## src/rtl/ring_nic_buffered.sv

```systemverilog
// Network interface between a processor data port and a ring router PE port.
// Two small FIFOs (ingress/egress) plus status registers behind a 4-word register map.
module ring_nic_buffered #(
  parameter int DW    = 64,
  parameter int DEPTH = 4,
  parameter int CW    = 3
) (
  input  logic          i_clk,
  input  logic          i_rst_n,
  input  logic          i_polarity,
  input  logic          i_nic_en,
  input  logic          i_nic_wren,
  input  logic [1:0]    i_addr,
  input  logic [DW-1:0] i_nic_din,
  output logic [DW-1:0] o_nic_dout,
  output logic          o_net_si,
  input  logic          i_net_ri,
  output logic [DW-1:0] o_net_do,
  input  logic          i_net_so,
  output logic          o_net_ro,
  input  logic [DW-1:0] i_net_di
);

  localparam int AW = $clog2(DEPTH);
  localparam logic [CW-1:0] L_FULL = CW'(DEPTH);

  logic [DW-1:0] r_in_mem  [DEPTH];
  logic [DW-1:0] r_out_mem [DEPTH];
  logic [AW-1:0] r_in_wp, r_in_rp, r_out_wp, r_out_rp;
  logic [CW-1:0] r_in_cnt, r_out_cnt;
  logic          r_ovf;

  logic          w_rd, w_wr;
  logic          w_in_push, w_in_pop, w_out_push, w_out_pop;
  logic          w_ovf_set, w_st_rd;
  logic          w_in_empty, w_out_empty, w_out_full;
  logic [DW-1:0] w_in_head, w_out_head, w_rd_data;

  assign w_in_head   = r_in_mem[r_in_rp];
  assign w_out_head  = r_out_mem[r_out_rp];
  assign w_in_empty  = (r_in_cnt == '0);
  assign w_out_empty = (r_out_cnt == '0);
  assign w_out_full  = (r_out_cnt == L_FULL);

  assign w_rd = i_rst_n & i_nic_en & ~i_nic_wren;
  assign w_wr = i_rst_n & i_nic_en & i_nic_wren;

  // The VC bit is the packet MSB (bit 0 in the processor's MSB-first numbering).
  assign o_net_ro = i_rst_n & (r_in_cnt != L_FULL);
  assign o_net_si = i_rst_n & ~w_out_empty & (w_out_head[DW-1] != i_polarity);
  assign o_net_do = w_out_empty ? '0 : w_out_head;

  // Fullness is judged on the pre-edge count: no same-cycle bypass on either FIFO.
  assign w_in_push  = i_net_so & o_net_ro;
  assign w_in_pop   = w_rd & (i_addr == 2'b00) & ~w_in_empty;
  assign w_out_push = w_wr & (i_addr == 2'b10) & ~w_out_full;
  assign w_out_pop  = o_net_si & i_net_ri;
  assign w_ovf_set  = w_wr & (i_addr == 2'b10) & w_out_full;
  assign w_st_rd    = w_rd & (i_addr == 2'b11);

  always_comb begin
    w_rd_data = '0;
    case (i_addr)
      2'b00: if (!w_in_empty) w_rd_data = w_in_head;
      2'b01: begin
        w_rd_data[DW-1]      = ~w_in_empty;
        w_rd_data[DW-2 -: CW] = r_in_cnt;
      end
      2'b11: begin
        w_rd_data[DW-1]   = w_out_full;
        w_rd_data[DW-2]   = r_ovf;
        w_rd_data[CW-1:0] = r_out_cnt;
      end
      default: w_rd_data = '0;
    endcase
  end

  assign o_nic_dout = w_rd ? w_rd_data : '0;

  always_ff @(posedge i_clk) begin
    if (w_in_push)  r_in_mem[r_in_wp]   <= i_net_di;
    if (w_out_push) r_out_mem[r_out_wp] <= i_nic_din;
  end

  always_ff @(posedge i_clk or negedge i_rst_n) begin
    if (!i_rst_n) begin
      r_in_wp   <= '0;
      r_in_rp   <= '0;
      r_in_cnt  <= '0;
      r_out_wp  <= '0;
      r_out_rp  <= '0;
      r_out_cnt <= '0;
      r_ovf     <= 1'b0;
    end else begin
      if (w_in_push)  r_in_wp  <= r_in_wp + AW'(1);
      if (w_in_pop)   r_in_rp  <= r_in_rp + AW'(1);
      if (w_out_push) r_out_wp <= r_out_wp + AW'(1);
      if (w_out_pop)  r_out_rp <= r_out_rp + AW'(1);
      r_in_cnt  <= r_in_cnt + CW'(w_in_push) - CW'(w_in_pop);
      r_out_cnt <= r_out_cnt + CW'(w_out_push) - CW'(w_out_pop);
      // A new overflow outranks the clear from a status read in the same cycle.
      if (w_ovf_set)    r_ovf <= 1'b1;
      else if (w_st_rd) r_ovf <= 1'b0;
    end
  end

endmodule

```

## config.mk

```make
export PLATFORM = sky130hd
export DESIGN_NAME = ring_nic_buffered
export DESIGN_NICKNAME = d
export VERILOG_FILES = /design/src/rtl/ring_nic_buffered.sv
export SDC_FILE = /design/constraint.sdc
export NUM_CORES = 1
export LEC_CHECK = 0
export ABC_AREA = 1
export CAP_MARGIN = 20
export CORE_ASPECT_RATIO = 0.8
export CORE_MARGIN = 4
export CORE_UTILIZATION = 35
export CTS_BUF_LIST = sky130_fd_sc_hd__clkbuf_16
export DETAILED_ROUTE_END_ITERATION = 10
export DONT_BUFFER_PORTS = 1
export MAX_ROUTING_LAYER = met4
export PLACE_DENSITY = 0.59
export SLEW_MARGIN = 20
export SYNTH_ARGS = -nofsm -noshare
export SYNTH_HDL_FRONTEND = slang
export SYNTH_SLANG_ARGS = --single-unit
```

## constraint.sdc

```tcl
create_clock -name i_clk -period 6.3 [get_ports i_clk]
set_input_delay 1.26 -clock i_clk [delete_from_list [all_inputs] [get_ports i_clk]]
set_output_delay 1.26 -clock i_clk [all_outputs]
set_load 0.005 [all_outputs]
```

### Yosys cells after proc, flatten, opt, wreduce, memory -nomap -nowiden

Memory sizes are Yosys's and may differ from the RTL's.
Index checks and enable logic that the tools add are counted.

* output and inout bits: 130
* bits of input ports: 137
* memory bits (writable): 512
* memory bits (read-only): 0
* flip-flop bits (word level): 15
* memories kept: 2
* bits in latches: 0

Memories
* r_in_mem: depth 4, bits a word 64, read ports 1, clocked after memory_dff 0, wr ports 1, RTL line 27 `logic [DW-1:0] r_in_mem [DEPTH];`
* r_out_mem: depth 4, bits a word 64, read ports 1, clocked after memory_dff 0, wr ports 1, RTL line 28 `logic [DW-1:0] r_out_mem [DEPTH];`

* equality and inequality tests: 6
* multiplexer cells: 13
* multiply operators: 0
* add/subtract/negate cells: 8
* order comparisons: 0
* shifts and indexed selects: 0
* bitwise gates (word level): 18
* reductions and logical operators: 4
* divide/modulo/power cells: 0

Operators with widths (count)
* 2-to-1 mux 64 bit: 3
* 2-to-1 mux 57 bit: 1
* bitwise AND 1 bit: 14
* adder 2 x 1 -> 2 bit (second input constant): 4
* adder 3 x 1 -> 3 bit: 2
* logical NOT 3 bit: 2
* 2-to-1 mux 1 bit: 6
* case mux 2 bit (3 select lines): 1
* case mux 3 bit (2 select lines): 1
* subtractor 3 x 1 -> 3 bit: 2
* equality test 2 bit (second input constant): 2
* NOT 1 bit: 4
* case mux 2 bit (2 select lines): 1
* equality test 3 bit (second input constant): 1
* != test 3 bit (second input constant): 1
* equality test 2 x 1 -> 1 bit (second input constant): 1
* logical NOT 2 bit: 1
* nonzero test 2 bit: 1
* != test 1 bit: 1

### Longest topological paths before layout

* word-level depth: 6
* gate-level depth with buffers: 14

### Least setup slack after synthesis

OpenSTA, ideal clock, no wires.

* path type: input to register
* start: in i_addr[0]
* end: mem r_out_mem[0][0] (enable)
* path buffers: 0
* library setup time: 0.487 ns
* slack: 1.333 ns
* required time: 5.813 ns
* stages: 6
* arrival time: 4.480 ns
* cells stage by stage: inv_1 > ha_1 > nand2_1 > nor2_1 > nand2_1 > nor2_1

* word-level cells in the longest chain between the ends: 5

Ends and longest elaborated chain
* start, declared: RTL line 13 `input logic [1:0] i_addr,`
* equality test 2 bit: RTL line 56 `assign w_out_push = w_wr & (i_addr == 2'b10) & ~w_out_full;`
* bitwise AND 1 bit (2 in series): RTL line 56
* 2-to-1 mux 1 bit: RTL line 82 `if (w_out_push) r_out_mem[r_out_wp] <= i_nic_din;`
* 2-to-1 mux 1 bit (implied by the code): RTL line 82
* end, declared: RTL line 28

Every way passes these cells.

### Worst setup path in the final report

* start: reg r_in_rp[0]
* end: out o_nic_dout[1]

* word-level cells in the longest chain between the ends: 4

Ends and longest elaborated chain
* start, declared: RTL line 29 `logic [AW-1:0] r_in_wp, r_in_rp, r_out_wp, r_out_rp;`
* start signal, assigned: RTL line 96 `if (w_in_pop) r_in_rp <= r_in_rp + AW'(1);`
* memory (4 x 64 bit)
* 2-to-1 mux 64 bit: RTL line 64 `2'b00: if (!w_in_empty) w_rd_data = w_in_head;`
* case mux 3 bit (2 select lines): RTL line 63 `case (i_addr)`
* 2-to-1 mux 64 bit: RTL line 78 `assign o_nic_dout = w_rd ? w_rd_data : '0;`
* end, declared: RTL line 15 `output logic [DW-1:0] o_nic_dout,`

Every way passes these cells.

==> summary.txt <==
Critical path
  – Worst EP arrival: 3.18 ns
  – Crit start category: flip-flop
  – Slowest stage cell, crit path: buf_4
  – Crit path cell chain: clkinv_2, buf_4, buf_4, o21ai_0, nand2_1, a22oi_1, nor2_1
  – Critical path fanouts, max: about 80
  – Critical Path Sink Type: primary output
  – WS Path Type: reg2out
  – Critical Path RT: 5.04 ns
  – Bufs and invs on worst path: 3
  – Delay of the slowest critical-path stage: 0.71 ns
  – CP delay by family, top: buffers and inverters
  – Most used cell, CP: buf_4

Yosys
  – Synth Area in Compound Gates: 9.71%
  – Post-Synth XOR/XNOR Area: 0.336%
  – Syn avg cell area: 12.8 µm²
  – Cell count after synthesis: 1637
  – Flops & latches, synth: around 530
  – EDFF count, synth: 512
  – Simple-Gate Fraction of Synth Area: 9.44%
  – Syn_nets: 1793
  – Synth warn: 0
  – Synth Flop Type: edfxtp_1
  – Top cell type's share of synthesized area: 73.6%
  – Largest cells by area after synthesis: edfxtp_1 (74%), nor2_1 (7.2%), o21ai_0 (6.0%), dfrtp_1 (1.8%), o22ai_1 (1.8%)
  – Mapped cell area: 20900 µm²
  – Post-synthesis adder-cell area fraction: roughly 1.2%
  – Register area share after synthesis: between 70 and 80%
  – Largest area contributor in the netlist: edfxtp_1
  – Mux contribution to synthesized area: 0%
  – Main combinational cell family by area after synthesis: compound AO/OA/AOI/OAI gates
  – Netlist cell types: 30
  – FFs w/ async S/R, synth: roughly 2.8%

Layout
  – Reg area: about 16000 µm²
  – Final instance area: 23500 µm²
  – Fillers: 5417
  – Util after Layout: 40.1%
  – Non-filler cells, final: 2430
  – Number of diodes: 0
  – Total Nets Final: 1776
  – Layout cells sized above 1: under 10%
  – Area growth syn-to-layout: 12.4%
  – Multi-input logic area: 4390 µm²

Timing
  – Final min period: 4.44 ns
  – Rel. slew slack: 26.2%
  – Slew Viols, Final: 0
  – Hold Violations, Final: 0
  – Final setup vio count: 0
  – Setup TNS: 0 ns
  – Final period util: 70.4%
  – Post-route setup slack: 1.86 ns
  – Slew @ Worst Pin: 1.11 ns
  – RSZ-0062 raised after global routing: false
  – Hold slack: 0.359 ns
  – Clk_skew: 0.0220 ns
  – Max Clk Rate: 225 MHz

Floorplanning
  – Num ports: approximately 270
  – Die Span Y: around 230 µm
  – Core Rows: 79
  – Starting Density: 35.6%
  – DIE AREA: 63700 µm²
  – Core Box Area: 58600 µm²
  – Die width: 281 µm

Power and ir drop
  – PwrDens: 422 nW/µm²
  – VDD IR-drop max: 0.193 mV
  – Total Power: 9.91 mW
  – Leakage power: 8.09 nW

Drt
  – First-pass DRT Iterations: 4
  – DR DRC count: 0
  – Post-route ant nets: 0
  – Avg WL per Cell: ~20 µm
  – Initial DRC count: ~800
  – Via/cell ratio: 5.01
  – Post-Route WL: 49.4 mm
  – Via Count: around 12000

Clocking
  – Worst-Skew Late Latency: approximately 0.60 ns
  – CTS buffer count: 53
  – Root buffer cell: clkbuf_16
  – Clock sinks: 527
  – CTS tree: done
  – Largest buffer count on any clock path: 3
  – CTS Hold Buffers Added: 0
  – H-Tree Depth: 2
  – Worst-path clk slew: 0.06 ns
  – Post-cts resize count: 0
  – Number of post-CTS setup repair buffers: 0

Place
  – Post-place setup slack: 2.43 ns
  – Port bufs: 0
  – Placed instance area: 21700 µm²
  – Hpwl dp: 28.3 mm
  – GP Congestion: 0.756
  – Placed Cells: 2333

Global route
  – Largest net degree at the start of global routing: 93
  – Congestion Overflow GR: 0
  – Vias in the first global route: 11917
  – First-pass GRT wire length: 73.6 mm
  – Gr usage total: ~16%
  – Initial antenna violation count: 0

Job
  – Maxcap violations: 0

Worst hold path
  – Min-delay worst type: in2async

Run status
  – Run status: complete, no violations
## final timing paths
kind / slack (ns) / to / start / depth (start not counted)
worst max-delay path: 1.86 / o_nic_dout[1] / r_in_rp[0]$_DFFE_PN0P_ / 7
worst min-delay path: 0.36 / r_out_rp[1]$_DFFE_PN0P_ / i_rst_n / 0
worst max register to register: 3.02 / r_out_cnt[2]$_DFF_PN0_ / r_out_rp[0]$_DFFE_PN0P_ / 13
worst min register to register: 0.57 / r_in_cnt[0]$_DFF_PN0_ / r_in_cnt[0]$_DFF_PN0_ / 1
max in group asynchronous: 5.85 / r_in_rp[0]$_DFFE_PN0P_ / i_rst_n / 0
min in group i_clk: 0.57 / r_in_cnt[0]$_DFF_PN0_ / r_in_cnt[0]$_DFF_PN0_ / 1
## layout by cell type, fill, tap and decap left out, types with 6 or more instances in the layout
master	synthesis	final
o21ai_0	251	251
a21oi_1	67	67
clkinv_2	0	10
bufinv_16	0	7
clkbuf_16	0	54
buf_4	4	21
dfrtp_1	15	11
clkinv_1	0	9
ha_1	17	17
nand2_1	86	86
edfxtp_1	512	512
nor2_4	0	8
clkinvlp_4	0	6
inv_1	91	93
nand3_1	9	9
nor2_1	402	394
o22ai_1	60	60
## logic make-up after synthesis
logic type                 after synthesis
and+or+nand+nor                        508
xor gates and xnor gates                 8
DFF                                    527
adders and majority gates               19
AOI/OAI and AO/OA                      386
buffers and inverters                  189
## power breakdown
part | total [mW] | switching [mW] | leakage [nW] | internal, mW
clock | 3.19 | 1.33 | 0.877 | 1.86
combinational | 2.44 | 1.73 | 2.42 | 0.708
sequential | 4.28 | 0.175 | 4.80 | 4.11
total | 9.91 | 3.24 | 8.09 | 6.67
## worst reg2reg max path, stage by stage (launching register included)
cell and delay, ns:
dfrtp_4 0.66, inv_2 0.76, nand2_1 0.11, nand3_1 0.13
nand2_1 0.08, nand2_1 0.08, nand2_2 0.08, nand3_1 0.11
inv_1 0.08, ha_1 0.27, inv_1 0.04, ha_1 0.18
fa_1 0.41, xor2_1 0.17
## state kept, by name, indices dropped and copies added (netlist names)
name and cells:
r_out_wp 2, r_in_mem 256, r_in_rp 2, r_out_rp 2, r_out_mem 256, r_ovf 1
r_in_wp 2, r_in_cnt 3, r_out_cnt 3
## synthesized netlist by cell type, types with 2 or more instances
master	number
a21oi_1	67
a22oi_1	3
buf_1	13
buf_2	33
buf_4	4
buf_6	6
clkbuf_1	41
dfrtp_1	15
edfxtp_1	512
fa_1	2
ha_1	17
inv_1	91
nand2_1	86
nand3_1	9
nand3_2	2
nand4_1	2
nor2_1	402
nor3_1	2
o21ai_0	251
o22ai_1	60
o31ai_1	3
or2_2	2
xnor2_1	3
xor2_1	5
## area by class of cell
| cell class | instances | share of cell area (%) |
|---|---|---|
| inverter | 92 | 1.48 |
| timing repair buffer | 25 | 1.04 |
| sequential | 527 | 67.1 |
| clock inverter | 42 | 1.82 |
| tap | 769 | 4.10 |
| clock buffer | 54 | 5.76 |
| multi-input combinational | 921 | 18.7 |
## layer usage
layer	up-vias	GRT usage [%]	routed length (µm)
li1	5750	-	-
met1	6061	20.1	21600
met2	278	24.4	23600
met3	80	3.84	2910
met4	0	4.85	1260
met5	-	-	0
Note: power is estimated with default switching activity, not from simulation.
